<file path="config.mk">
export PLATFORM = sky130hd
export DESIGN_NAME = uart_tx_flat
export DESIGN_NICKNAME = d
export VERILOG_FILES = /design/src/rtl/uart_pkg.sv /design/src/rtl/uart_tx_if.sv /design/src/rtl/uart_tx_serializer.sv /design/src/rtl/uart_tx.sv /design/src/flat_wrapper.sv
export SDC_FILE = /design/constraint.sdc
export NUM_CORES = 1
export LEC_CHECK = 0
export BUFFER_PORTS_ARGS = -buffer_cell sky130_fd_sc_hd__buf_4
export CORE_MARGIN = 3
export CORE_UTILIZATION = 53
export CTS_CLUSTER_DIAMETER = 120
export CTS_CLUSTER_SIZE = 24
export DETAILED_ROUTE_END_ITERATION = 10
export GPL_ROUTABILITY_DRIVEN = 0
export HOLD_SLACK_MARGIN = 0.05
export PLACE_DENSITY_LB_ADDON = 0.25
export SLEW_MARGIN = 20
export SYNTH_ARGS = -nofsm -noshare
export SYNTH_HDL_FRONTEND = slang
export SYNTH_HIERARCHICAL = 1
export SYNTH_SLANG_ARGS = --single-unit
</file>
<file path="constraint.sdc">
create_clock -name CLK -period 2 [get_ports CLK]
set_clock_uncertainty 0.1 [all_clocks]
set_input_delay 0.1 -clock CLK [delete_from_list [all_inputs] [get_ports CLK]]
set_output_delay 0.1 -clock CLK [all_outputs]
set_load 0.005 [all_outputs]
</file>
<file path="src/rtl/uart_pkg.sv">
// Shared UART definitions: FSM state codes (common with the RX side), parity
// type codes and default word/counter widths.
package uart_pkg;

    localparam int UART_DATA_WD      = 8;
    localparam int UART_BIT_COUNT_WD = 3;

    localparam logic PAR_EVEN = 1'b0;
    localparam logic PAR_ODD  = 1'b1;

    typedef enum logic [2:0] {
        ST_IDLE   = 3'b000,
        ST_START  = 3'b001,
        ST_DATA   = 3'b011,
        ST_PARITY = 3'b010,
        ST_STOP   = 3'b110
    } uart_state_e;

endpackage

</file>
<file path="src/rtl/uart_tx_if.sv">
// Parallel-word side of the UART transmitter plus the serial line it drives.
// master = word source (controller / FIFO read side), slave = uart_tx.
interface uart_tx_if #(
    parameter int DATA_WD = uart_pkg::UART_DATA_WD
);
    logic [DATA_WD-1:0] P_DATA;
    logic               DATA_VALID;
    logic               PAR_EN;
    logic               PAR_TYP;
    logic               TX_OUT;
    logic               busy;

    modport master (
        output P_DATA, DATA_VALID, PAR_EN, PAR_TYP,
        input  TX_OUT, busy
    );

    modport slave (
        input  P_DATA, DATA_VALID, PAR_EN, PAR_TYP,
        output TX_OUT, busy
    );
endinterface

</file>
<file path="src/rtl/uart_tx_serializer.sv">
// Shift register and bit counter for the transmitter; load/shift/count are
// commanded by the uart_tx FSM, done flags the last data bit.
module uart_tx_serializer #(
    parameter int DATA_WD      = uart_pkg::UART_DATA_WD,
    parameter int BIT_COUNT_WD = uart_pkg::UART_BIT_COUNT_WD
) (
    input  logic               CLK,
    input  logic               RST,
    input  logic               load_en,
    input  logic [DATA_WD-1:0] load_dat,
    input  logic               shift_en,
    input  logic               cnt_en,
    output logic               lsb,
    output logic               done
);

    logic [DATA_WD-1:0]      shift_d, shift_q;
    logic [BIT_COUNT_WD-1:0] cnt_d, cnt_q;

    always_comb begin
        shift_d = shift_q;
        cnt_d   = cnt_q;
        if (load_en) begin
            shift_d = load_dat;
            cnt_d   = '0;
        end else begin
            if (shift_en) shift_d = shift_q >> 1;
            // Natural wrap from DATA_WD-1 back to 0 on the last data edge.
            if (cnt_en)   cnt_d   = cnt_q + 1'b1;
        end
    end

    always_ff @(posedge CLK or negedge RST) begin
        if (!RST) begin
            shift_q <= '0;
            cnt_q   <= '0;
        end else begin
            shift_q <= shift_d;
            cnt_q   <= cnt_d;
        end
    end

    assign lsb  = shift_q[0];
    assign done = (cnt_q == BIT_COUNT_WD'(DATA_WD - 1));

endmodule

</file>
<file path="src/rtl/uart_tx.sv">
// UART transmitter: start, DATA_WD bits LSB first, optional parity, stop; one bit per CLK,
// start bit on the accepting edge; words offered while busy are dropped. UART_TX_TWO_STOP_EN: two stop bits.
module uart_tx
    import uart_pkg::*;
#(
    parameter int DATA_WD      = UART_DATA_WD,
    parameter int BIT_COUNT_WD = UART_BIT_COUNT_WD
) (
    input  logic      CLK,
    input  logic      RST,
    uart_tx_if.slave  u_if
);

    uart_state_e state_d, state_q;
    logic        tx_d, tx_q;
    logic        busy_d, busy_q;
    logic        par_en_d, par_en_q;
    logic        par_bit_d, par_bit_q;
    logic        load_en, shift_en, cnt_en;
    logic        ser_lsb, ser_done;
    logic        accept;
`ifdef UART_TX_TWO_STOP_EN
    logic        stop_cnt_d, stop_cnt_q;
`endif

    assign accept = u_if.DATA_VALID && !busy_q;

    always_comb begin
        state_d   = state_q;
        tx_d      = 1'b1;
        busy_d    = 1'b0;
        par_en_d  = par_en_q;
        par_bit_d = par_bit_q;
        load_en   = 1'b0;
        shift_en  = 1'b0;
        cnt_en    = 1'b0;
`ifdef UART_TX_TWO_STOP_EN
        stop_cnt_d = stop_cnt_q;
`endif
        case (state_q)
            ST_IDLE, ST_STOP: begin
`ifdef UART_TX_TWO_STOP_EN
                if (state_q == ST_STOP && !stop_cnt_q) begin
                    stop_cnt_d = 1'b1;
                    state_d    = ST_STOP;
                end else
`endif
                if (accept) begin
                    state_d   = ST_START;
                    tx_d      = 1'b0;
                    busy_d    = 1'b1;
                    load_en   = 1'b1;
                    par_en_d  = u_if.PAR_EN;
                    par_bit_d = (^u_if.P_DATA) ^ (u_if.PAR_TYP == PAR_ODD);
                end else begin
                    state_d = ST_IDLE;
                end
            end
            ST_START: begin
                state_d  = ST_DATA;
                tx_d     = ser_lsb;
                busy_d   = 1'b1;
                shift_en = 1'b1;
            end
            ST_DATA: begin
                shift_en = 1'b1;
                cnt_en   = 1'b1;
                busy_d   = 1'b1;
                if (!ser_done) begin
                    tx_d = ser_lsb;
                end else if (par_en_q) begin
                    state_d = ST_PARITY;
                    tx_d    = par_bit_q;
                end else begin
                    state_d = ST_STOP;
`ifdef UART_TX_TWO_STOP_EN
                    stop_cnt_d = 1'b0;
`else
                    busy_d     = 1'b0;
`endif
                end
            end
            ST_PARITY: begin
                state_d = ST_STOP;
`ifdef UART_TX_TWO_STOP_EN
                busy_d     = 1'b1;
                stop_cnt_d = 1'b0;
`endif
            end
            default: state_d = ST_IDLE;
        endcase
    end

    always_ff @(posedge CLK or negedge RST) begin
        if (!RST) begin
            state_q   <= ST_IDLE;
            tx_q      <= 1'b1;
            busy_q    <= 1'b0;
            par_en_q  <= 1'b0;
            par_bit_q <= 1'b0;
`ifdef UART_TX_TWO_STOP_EN
            stop_cnt_q <= 1'b0;
`endif
        end else begin
            state_q   <= state_d;
            tx_q      <= tx_d;
            busy_q    <= busy_d;
            par_en_q  <= par_en_d;
            par_bit_q <= par_bit_d;
`ifdef UART_TX_TWO_STOP_EN
            stop_cnt_q <= stop_cnt_d;
`endif
        end
    end

    uart_tx_serializer #(
        .DATA_WD      (DATA_WD),
        .BIT_COUNT_WD (BIT_COUNT_WD)
    ) u_ser (
        .CLK      (CLK),
        .RST      (RST),
        .load_en  (load_en),
        .load_dat (u_if.P_DATA),
        .shift_en (shift_en),
        .cnt_en   (cnt_en),
        .lsb      (ser_lsb),
        .done     (ser_done)
    );

    assign u_if.TX_OUT = tx_q;
    assign u_if.busy   = busy_q;

endmodule

</file>
<file path="src/flat_wrapper.sv">
// flat-port wrapper written by rule: the top's interface ports become plain ports
module uart_tx_flat import uart_pkg::*;
#(
    parameter int DATA_WD      = UART_DATA_WD,
    parameter int BIT_COUNT_WD = UART_BIT_COUNT_WD
)
  (CLK, RST, u_if_P_DATA, u_if_DATA_VALID, u_if_PAR_EN, u_if_PAR_TYP, u_if_TX_OUT, u_if_busy);
  uart_tx_if #(.DATA_WD(DATA_WD)) u_if_i ();
  input  logic CLK;
  input  logic RST;
  input wire logic [$bits(u_if_i.P_DATA)-1:0] u_if_P_DATA;
  input wire logic [$bits(u_if_i.DATA_VALID)-1:0] u_if_DATA_VALID;
  input wire logic [$bits(u_if_i.PAR_EN)-1:0] u_if_PAR_EN;
  input wire logic [$bits(u_if_i.PAR_TYP)-1:0] u_if_PAR_TYP;
  output wire logic [$bits(u_if_i.TX_OUT)-1:0] u_if_TX_OUT;
  output wire logic [$bits(u_if_i.busy)-1:0] u_if_busy;
  assign u_if_i.P_DATA = u_if_P_DATA;
  assign u_if_i.DATA_VALID = u_if_DATA_VALID;
  assign u_if_i.PAR_EN = u_if_PAR_EN;
  assign u_if_i.PAR_TYP = u_if_PAR_TYP;
  assign u_if_TX_OUT = u_if_i.TX_OUT;
  assign u_if_busy = u_if_i.busy;
  uart_tx #(.DATA_WD(DATA_WD), .BIT_COUNT_WD(BIT_COUNT_WD)) u_core (.CLK(CLK), .RST(RST), .u_if(u_if_i));
endmodule
</file>
# Word level (Yosys, flattened, before mapping)
# Cells that the tools add are included.
[op_classes]
muxes = 19
eq_ne = 6
n_reduce_logical = 9
n_bitwise = 1
addsub = 1
[op_table]
columns = ["op", "n"]
rows = [
  ["8-bit two-way mux", 2],
  ["3-bit two-way mux", 4],
  ["3-bit case mux with 4 select lines", 1],
  ["1-bit two-way mux", 10],
  ["8-bit XOR reduction", 1],
  ["3-bit by 2-bit == test with 1-bit output (second input constant)", 2],
  ["3-bit == test (second input constant)", 2],
  ["1-bit case mux with 3 select lines", 2],
  ["2-bit nonzero test", 2],
  ["2-bit OR reduction", 2],
  ["3-bit by 1-bit adder with 3-bit output (second input constant)", 1],
  ["3-bit by 1-bit == test with 1-bit output (second input constant)", 1],
  ["3-bit zero test", 1],
  ["2-bit by 1-bit != test with 1-bit output (second input constant)", 1],
  ["2-bit AND reduction", 1],
  ["1-bit logical AND", 1],
  ["1-bit zero test", 1],
  ["1-bit bitwise XOR", 1],
]
[word_totals]
ff_bits = 18
inputBits = 13
wordCells = 43

# Logic depth before layout (Yosys ltp)
# Gate-level depths: netlist of the first run.
[depth]
ltp_word = 5
mapped_depth = 7

# Hierarchy
# The synthesis of the first run kept the hierarchy.
[by_module_without_submodules]
columns = ["mod", "area_per_inst_um2", "cells_per_inst", "n_inst"]
rows = [
  ["uart_tx_serializer", 516.7, 46, 1],
  ["uart_tx", 394.1, 38, 1],
]

# Worst setup path after synthesis of the first run
# No wires, ideal clock.
[synth_timing]
path_kind = "register -> register"
from = "register u_core.state_q[2]"
to = "register u_core.u_ser.shift_q[0]"
synth_period_minus_slack_ns = 1.657
path_slack_ns = 0.343
required_ns = 1.824
path_buffers = 2
t_arrival_ns = 1.480
stages_incl_launch_ff = 8
cell_sequence = "dfrtp_1 > xor2_1 > or4b_4 > clkinv_4 > buf_4 > buf_6 > nand2_1 > o21ai_1"
[synth_between]
elab_chain_len = 4
word_cells_on_any_way = 10
classes_between = "3 x eq/ne; 3 x mux; 4 x reduce/logical"
[synth_rtl]
columns = ["element", "line", "rtl"]
rows = [
  ["start, declared", "uart_tx.sv:14", "uart_state_e state_d, state_q;"],
  ["start signal, assigned", "uart_tx.sv:105", "state_q <= state_d;"],
  ["3-bit == test / 3-bit zero test (equally long branches)", "uart_tx.sv:40", "case (state_q)"],
  ["2-bit OR reduction *", "uart_tx.sv:40", ""],
  ["1-bit two-way mux *", "uart_tx.sv:40", ""],
  ["via u_core.load_en", "uart_tx.sv:19", "logic load_en, shift_en, cnt_en;"],
  ["8-bit two-way mux / 2-bit nonzero test (equally long branches)", "--", ""],
  ["end signal, assigned", "uart_tx_serializer.sv:38", "shift_q <= shift_d;"],
  ["end, declared", "uart_tx_serializer.sv:17", "logic [DATA_WD-1:0] shift_d, shift_q;"],
]
# The timed path passes the listed nets; every way through them passes the cells marked *.
# A chain may end at the register's enable or synchronous reset.

# Final worst setup path of the first run
[layout_timing]
from = "register u_core.state_q[2]"
to = "register u_core.par_bit_q"
[layout_between]
elab_chain_len = 3
word_cells_on_any_way = 4
classes_between = "1 x eq/ne; 3 x reduce/logical"
[layout_rtl]
columns = ["element", "line", "rtl"]
rows = [
  ["3-bit == test / 3-bit zero test (equally long branches)", "uart_tx.sv:40", ""],
  ["2-bit OR reduction *", "uart_tx.sv:40", ""],
  ["2-bit AND reduction (no source line) *", "--", ""],
  ["end signal, assigned", "uart_tx.sv:109", "par_bit_q <= par_bit_d;"],
  ["end, declared", "uart_tx.sv:18", "logic par_bit_d, par_bit_q;"],
]
# Mark *: on every way between the ends. The rest lies on a longest branch, timed or not.

==> flow_metrics.tcl, run 1 <==
set metrics [dict create \
    cts_setup_buffers 0 \
    synth_area_um2 911 \
    pwr-share-seq 0.439 \
    grt_pass1_wl_mm 2.95 \
    drc_errors 0 \
    cts_max_level 1 \
    post-route-min-period_ps 1790 \
    cap_violations 0 \
    cts_buffer_depth 2 \
    drive_gt1_frac 0.202 \
    wl_per_cell_um 14.2 \
    insertion_delay_ps 290 \
    syn_area_per_cell_um2 10.8 \
    rows 14 \
    grt_setup_unrepaired "false" \
    area_delta_synth_final_pct 25.4 \
    r2r_cells 4 \
    ys_seq_area_frac 0.496 \
    diodes 0 \
    cts_tree "yes" \
    finalCritPeriodShare 0.894 \
    power_frac_comb 0.404 \
    pwr-share-clk 0.157 \
    antenna_found_initial 0 \
    cp_data_arrival_time_ps 1880 \
    die_h_um 47.5 \
    tightest_slew_ps 438 \
    placed_cells 111 \
    core-area_um2 1560 \
    power.switching_w 0.000507 \
    cts.clk_slew.worst_paths_ps 110 \
    slew_violations 0 \
    yosysUniqueCellTypes 21 \
    start_util 0.584 \
    die_area_um2 2250 \
    cellPowerDensity_nw_per_um2 1260 \
    post_dp_cell_area_um2 1010 \
    p_sw_frac 0.352 \
    hold_viol_final 0 \
    criticalPathCategory "flop to flop" \
    hp-class "input port to async pin" \
    track_usage 0.192 \
    synthesis.nets 99 \
    grt_pass1_vias 663 \
    startpoint_type "flop" \
    finalWirelength_mm 1.77 \
    relSlewSlack 0.707 \
    p_int_w 0.000934 \
    max_freq_ghz 0.559 \
    endpoint_kind "flop" \
    leakagePower_nw 0.541 \
    fin_cells 125 \
    grt_start_max_net_pins 24 \
    ys_warn_count 6 \
    vias 642 \
    dieWidth_um 47.5 \
    stdcell_area_um2 1140 \
    ys_ff_latch 18 \
    status "finished, final reports clean" \
    post-route-util 0.733 \
    fin_nets 125 \
    cp.required_ps 2090 \
    root_buffer "clkbuf_4" \
    fin_setup_tns_ps 0 \
    drt-initial-drc-count 4 \
    overflow 0 \
    cts_inserted_buffers 3 \
    firstDrtPassIters 3 \
    num_io_pins 15 \
    ant_nets 0 \
    dp_hpwl_mm 1.15 \
    cp_max_fo 23 \
    portBuffers 14 \
    ir_worst_vdd_uv 667 \
    setup_viol 0 \
    vias_per_cell 5.14 \
    cts.sinks 18 \
    reg2reg_slack_ps 210 \
    synthCells 84 \
]
[cell usage after synthesis]
master,count,area [µm²]
a21o_1,1,7.51
a21oi_1,3,15.0
buf_4,1,7.51
buf_6,2,22.5
clkinv_4,1,8.76
dfrtp_1,17,425
dfstp_2,1,26.3
ha_1,2,25.0
inv_1,3,11.3
mux2_4,1,15.0
mux2i_1,9,90.1
nand2_1,12,45.0
nand2b_1,5,31.3
nand3_1,1,5.00
nor2_1,5,18.8
o21ai_0,2,10.0
o21ai_1,8,40.0
or4b_4,1,13.8
xnor2_1,6,52.6
xnor3_1,1,22.5
xor2_1,2,17.5
[logic make-up after synthesis]
family,synth area share
AND/OR/NAND/NOR,0.125
flip-flops,0.496
AO/OA/AOI/OAI,0.0797
multiplexers,0.115
XOR/XNOR,0.102
buffers and inverters,0.0549
adder cells (fa/ha/maj),0.0275
[worst max-delay path: stages, from the launching register on]
cell      delay (ps)
dfrtp_1          420
xor2_1           170
or4b_4           530
clkinv_4         160
mux2_4           310
[per-stage QoR]
stage	power [W]	hold WS [ps]	setup WS [ps]
finish	0.00144	98.7	212
global route	0.00155	105	158
CTS	0.00145	92.8	212
detailed placement	0.00121	-120	226
global placement	0.00117	-123	263
floorplan	0.00109	-296	343
[path summary, 6_finish.rpt]
kind                                   start                       to
max                        u_core/state_q[2]         u_core/par_bit_q
min                                      RST  u_core/u_ser/shift_q[5]
max reg2reg                u_core/state_q[2]         u_core/par_bit_q
min reg2reg                u_core/state_q[2]        u_core/state_q[1]
max in group asynchronous                RST       u_core/u_if.TX_OUT
min in group CLK             u_if_DATA_VALID         u_core/u_if.busy
[final cells by class]
| type | instances | area (µm²) |
|---|---|---|
| inverter | 4 | 20.0 |
| clock buffer | 4 | 36.3 |
| sequential | 18 | 452 |
| fill | 109 | 417 |
| tap | 16 | 20.0 |
| timing repair buffer | 24 | 205 |
| multi-input combinational | 59 | 409 |
[flip-flops by register name, indices dropped and copies added (netlist names)]
register and count:
u_core/u_ser/shift_q 8, u_core/state_q 3, u_core/u_ser/cnt_q 3, u_core/par_bit_q 1
u_core/par_en_q 1, u_core/u_if.TX_OUT 1, u_core/u_if.busy 1
[cell usage in the layout, fill, tap and decap left out, drive strengths merged]
cell type	count
mux2	1
clkinv	1
dfstp	1
xnor3	1
nand2b	5
dlygate4sd3	10
buf	14
a21o	1
nor2	5
nand2	12
ha	2
clkbuf	4
xnor2	6
dfrtp	17
mux2i	9
inv	3
nand3	1
xor2	2
a21oi	3
or4b	1
o21ai	10
[per-layer routing]
metal / routed length [µm] / vias up / track usage / share of wire
li1: - / 328 / - / -
met1: 800 / 303 / 0.239 / 0.45
met2: 909 / 9 / 0.334 / 0.51
met3: 47 / 2 / 0.0338 / 0.027
met4: 14 / 0 / 0.0663 / 0.0079
met5: 0 / - / 0 / 0
[timing repair]
action	4_1_cts	5_1_grt
hold buffers	10	0
resized for setup	0	0
setup endpoints to repair	0	0
hold endpoints to repair	27	0
[power groups by stage]
stage	clock, W	combinational (W)	sequential, W
floorplan	0	0.000480	0.000614
global placement	0	0.000545	0.000630
detailed placement	0	0.000569	0.000639
CTS	0.000234	0.000584	0.000632
global route	0.000243	0.000657	0.000655
finish	0.000226	0.000582	0.000633
Power figures use the tool's default switching activity.
==> run 2: changes to the inputs <==
- CORE_UTILIZATION: 53 -> 30
==> run 2 against run 1 <==
Compared with the run above: non-clock buffer count rose by 1; sequential power barely moved; setup slack improved by 23 ps; critical path depth did not move; clock power barely moved; via count rose by 0.93%; largest power group unchanged.
==> flow_metrics.tcl, run 2 (same netlist as run 1, synthesis figures left out) <==
set metrics [dict create \
    grt_start_max_net_pins 19 \
    drt-initial-drc-count 21 \
    cts.sinks 18 \
    area_delta_synth_final_pct 28.3 \
    criticalPathCategory "flop to flop" \
    diodes 0 \
    finalCritPeriodShare 0.883 \
    slew_violations 0 \
    largest_reg_flops 8 \
    num_io_pins 15 \
    tightest_slew_ps 404 \
    start_util 0.322 \
    cp.required_ps 2090 \
    grt.busiest_layer "met2" \
    grt_pass1_wl_mm 3.00 \
    finalWirelength_mm 1.68 \
    cap_violations 0 \
    cts_setup_buffers 0 \
    portBuffers 14 \
    startpoint_type "flop" \
    seqCellArea_um2 452 \
    cp_max_fo 14 \
    vias_per_cell 4.60 \
    grt_setup_unrepaired "false" \
    ant_nets 0 \
    wl_per_cell_um 11.9 \
    fin_nets 126 \
    overflow 0 \
    drive_gt1_frac 0.209 \
    die_area_um2 3730 \
    met2_usage 0.186 \
    cts_inserted_buffers 3 \
    relSlewSlack 0.731 \
    status "finished, final reports clean" \
    post_dp_cell_area_um2 1030 \
    endpoint_kind "flop" \
    die_h_um 61.1 \
    drc_errors 0 \
    track_usage 0.106 \
    fin_setup_tns_ps 0 \
    cellPowerDensity_nw_per_um2 1240 \
    dieWidth_um 61.1 \
    crit_slowest_cell "or4b_4" \
    cts_max_level 1 \
    root_buffer "clkbuf_4" \
    hp-class "input port to async pin" \
    rows 19 \
    cts_tree "yes" \
    leakagePower_nw 0.547 \
    stdcell_area_um2 1170 \
    antenna_found_initial 0 \
    grt_pass1_vias 723 \
    largest_register "u_core/u_ser/shift_q" \
    multiInputGateArea_um2 409 \
    vias 648 \
    reg_top3 "u_core/u_ser/shift_q (8), u_core/state_q (3), u_core/u_ser/cnt_q (3)" \
    cts_buffer_depth 2 \
    nFillCells 284 \
    cpPeakStageDelay_ps 520 \
    layout_commonest_cell "dfrtp_1" \
    insertion_delay_ps 300 \
    layout_common_cells "dfrtp_1, buf_4, nand2_1" \
    post-route-min-period_ps 1770 \
    hold_viol_final 0 \
    grtUsageMet3 0.0377 \
    crit_path_cell_trace "xor2_1 -> or4b_4 -> clkinv_4 -> mux2_4" \
    ir_worst_vdd_uv 471 \
    max_freq_ghz 0.566 \
    core-area_um2 2830 \
    grt.met1_usage 0.127 \
    setup_viol 0 \
    holdWs_ps 97.1 \
    firstDrtPassIters 3 \
    cts.clk_slew.worst_paths_ps 110 \
    cp_data_arrival_time_ps 1850 \
]
-- run 2: worst paths after layout --
| kind | startpoint | endpoint | slack (ps) | cells past startpoint |
|---|---|---|---|---|
| max in group asynchronous | RST | u_core/u_if.TX_OUT | 1450 | 2 |
| worst max register to register | u_core/state_q[2] | u_core/par_bit_q | 230 | 4 |
| min in group CLK | u_if_DATA_VALID | u_core/u_if.busy | 130 | 3 |
| worst max-delay path | u_core/state_q[2] | u_core/par_bit_q | 230 | 4 |
| worst min-delay path | RST | u_core/u_if.busy | 100 | 2 |
| worst min register to register | u_core/state_q[2] | u_core/state_q[1] | 400 | 1 |
-- run 2: power by group --
| group | switching, W | total [W] | leakage [nW] | internal [W] |
|---|---|---|---|---|
| Clock | 0.000118 | 0.000229 | 0.0210 | 0.000111 |
| Sequential | 0.0000998 | 0.000631 | 0.225 | 0.000532 |
| Combinational | 0.000285 | 0.000585 | 0.301 | 0.000300 |
| Total | 0.000503 | 0.00145 | 0.547 | 0.000942 |
-- run 2: per-stage QoR --
stage | total power, W | util | setup WS (ps) | instances
final | 0.00145 | 0.413 | 235 | 141
after global routing | 0.00157 | 0.413 | 186 | 141
after CTS | 0.00147 | 0.413 | 230 | 141
after detailed placement | 0.00122 | 0.365 | 263 | 127
after global placement | 0.00120 | 0.365 | 288 | 127
after floorplan | 0.00109 | - | 343 | 84
-- run 2: area by class of cell --
| cell class | instances | share of cell area |
|---|---|---|
| timing repair buffer | 25 | 0.182 |
| multi-input combinational | 59 | 0.350 |
| sequential | 18 | 0.387 |
| inverter | 4 | 0.0171 |
| tap | 31 | 0.0332 |
| clock buffer | 4 | 0.0310 |
-- run 2: what timing repair did --
action	4_1_cts	5_1_grt
hold endpoints to repair	27	0
resized for setup	0	0
hold buffers	10	0
-- run 2: worst max-delay path, delay by kind of cell (launching register included) --
kind / cells / cell delay, ps
XOR/XNOR: 1 / 170
buffers and inverters: 1 / 130
flip-flops: 1 / 430
multiplexers: 1 / 300
AND/OR/NAND/NOR: 1 / 520
-- run 2: routing by layer --
layer	up-vias	wire length [µm]	share of wire
li1	328	-	-
met1	302	799	0.48
met2	16	782	0.47
met3	2	84	0.050
met4	0	12	0.0072
met5	-	0	0
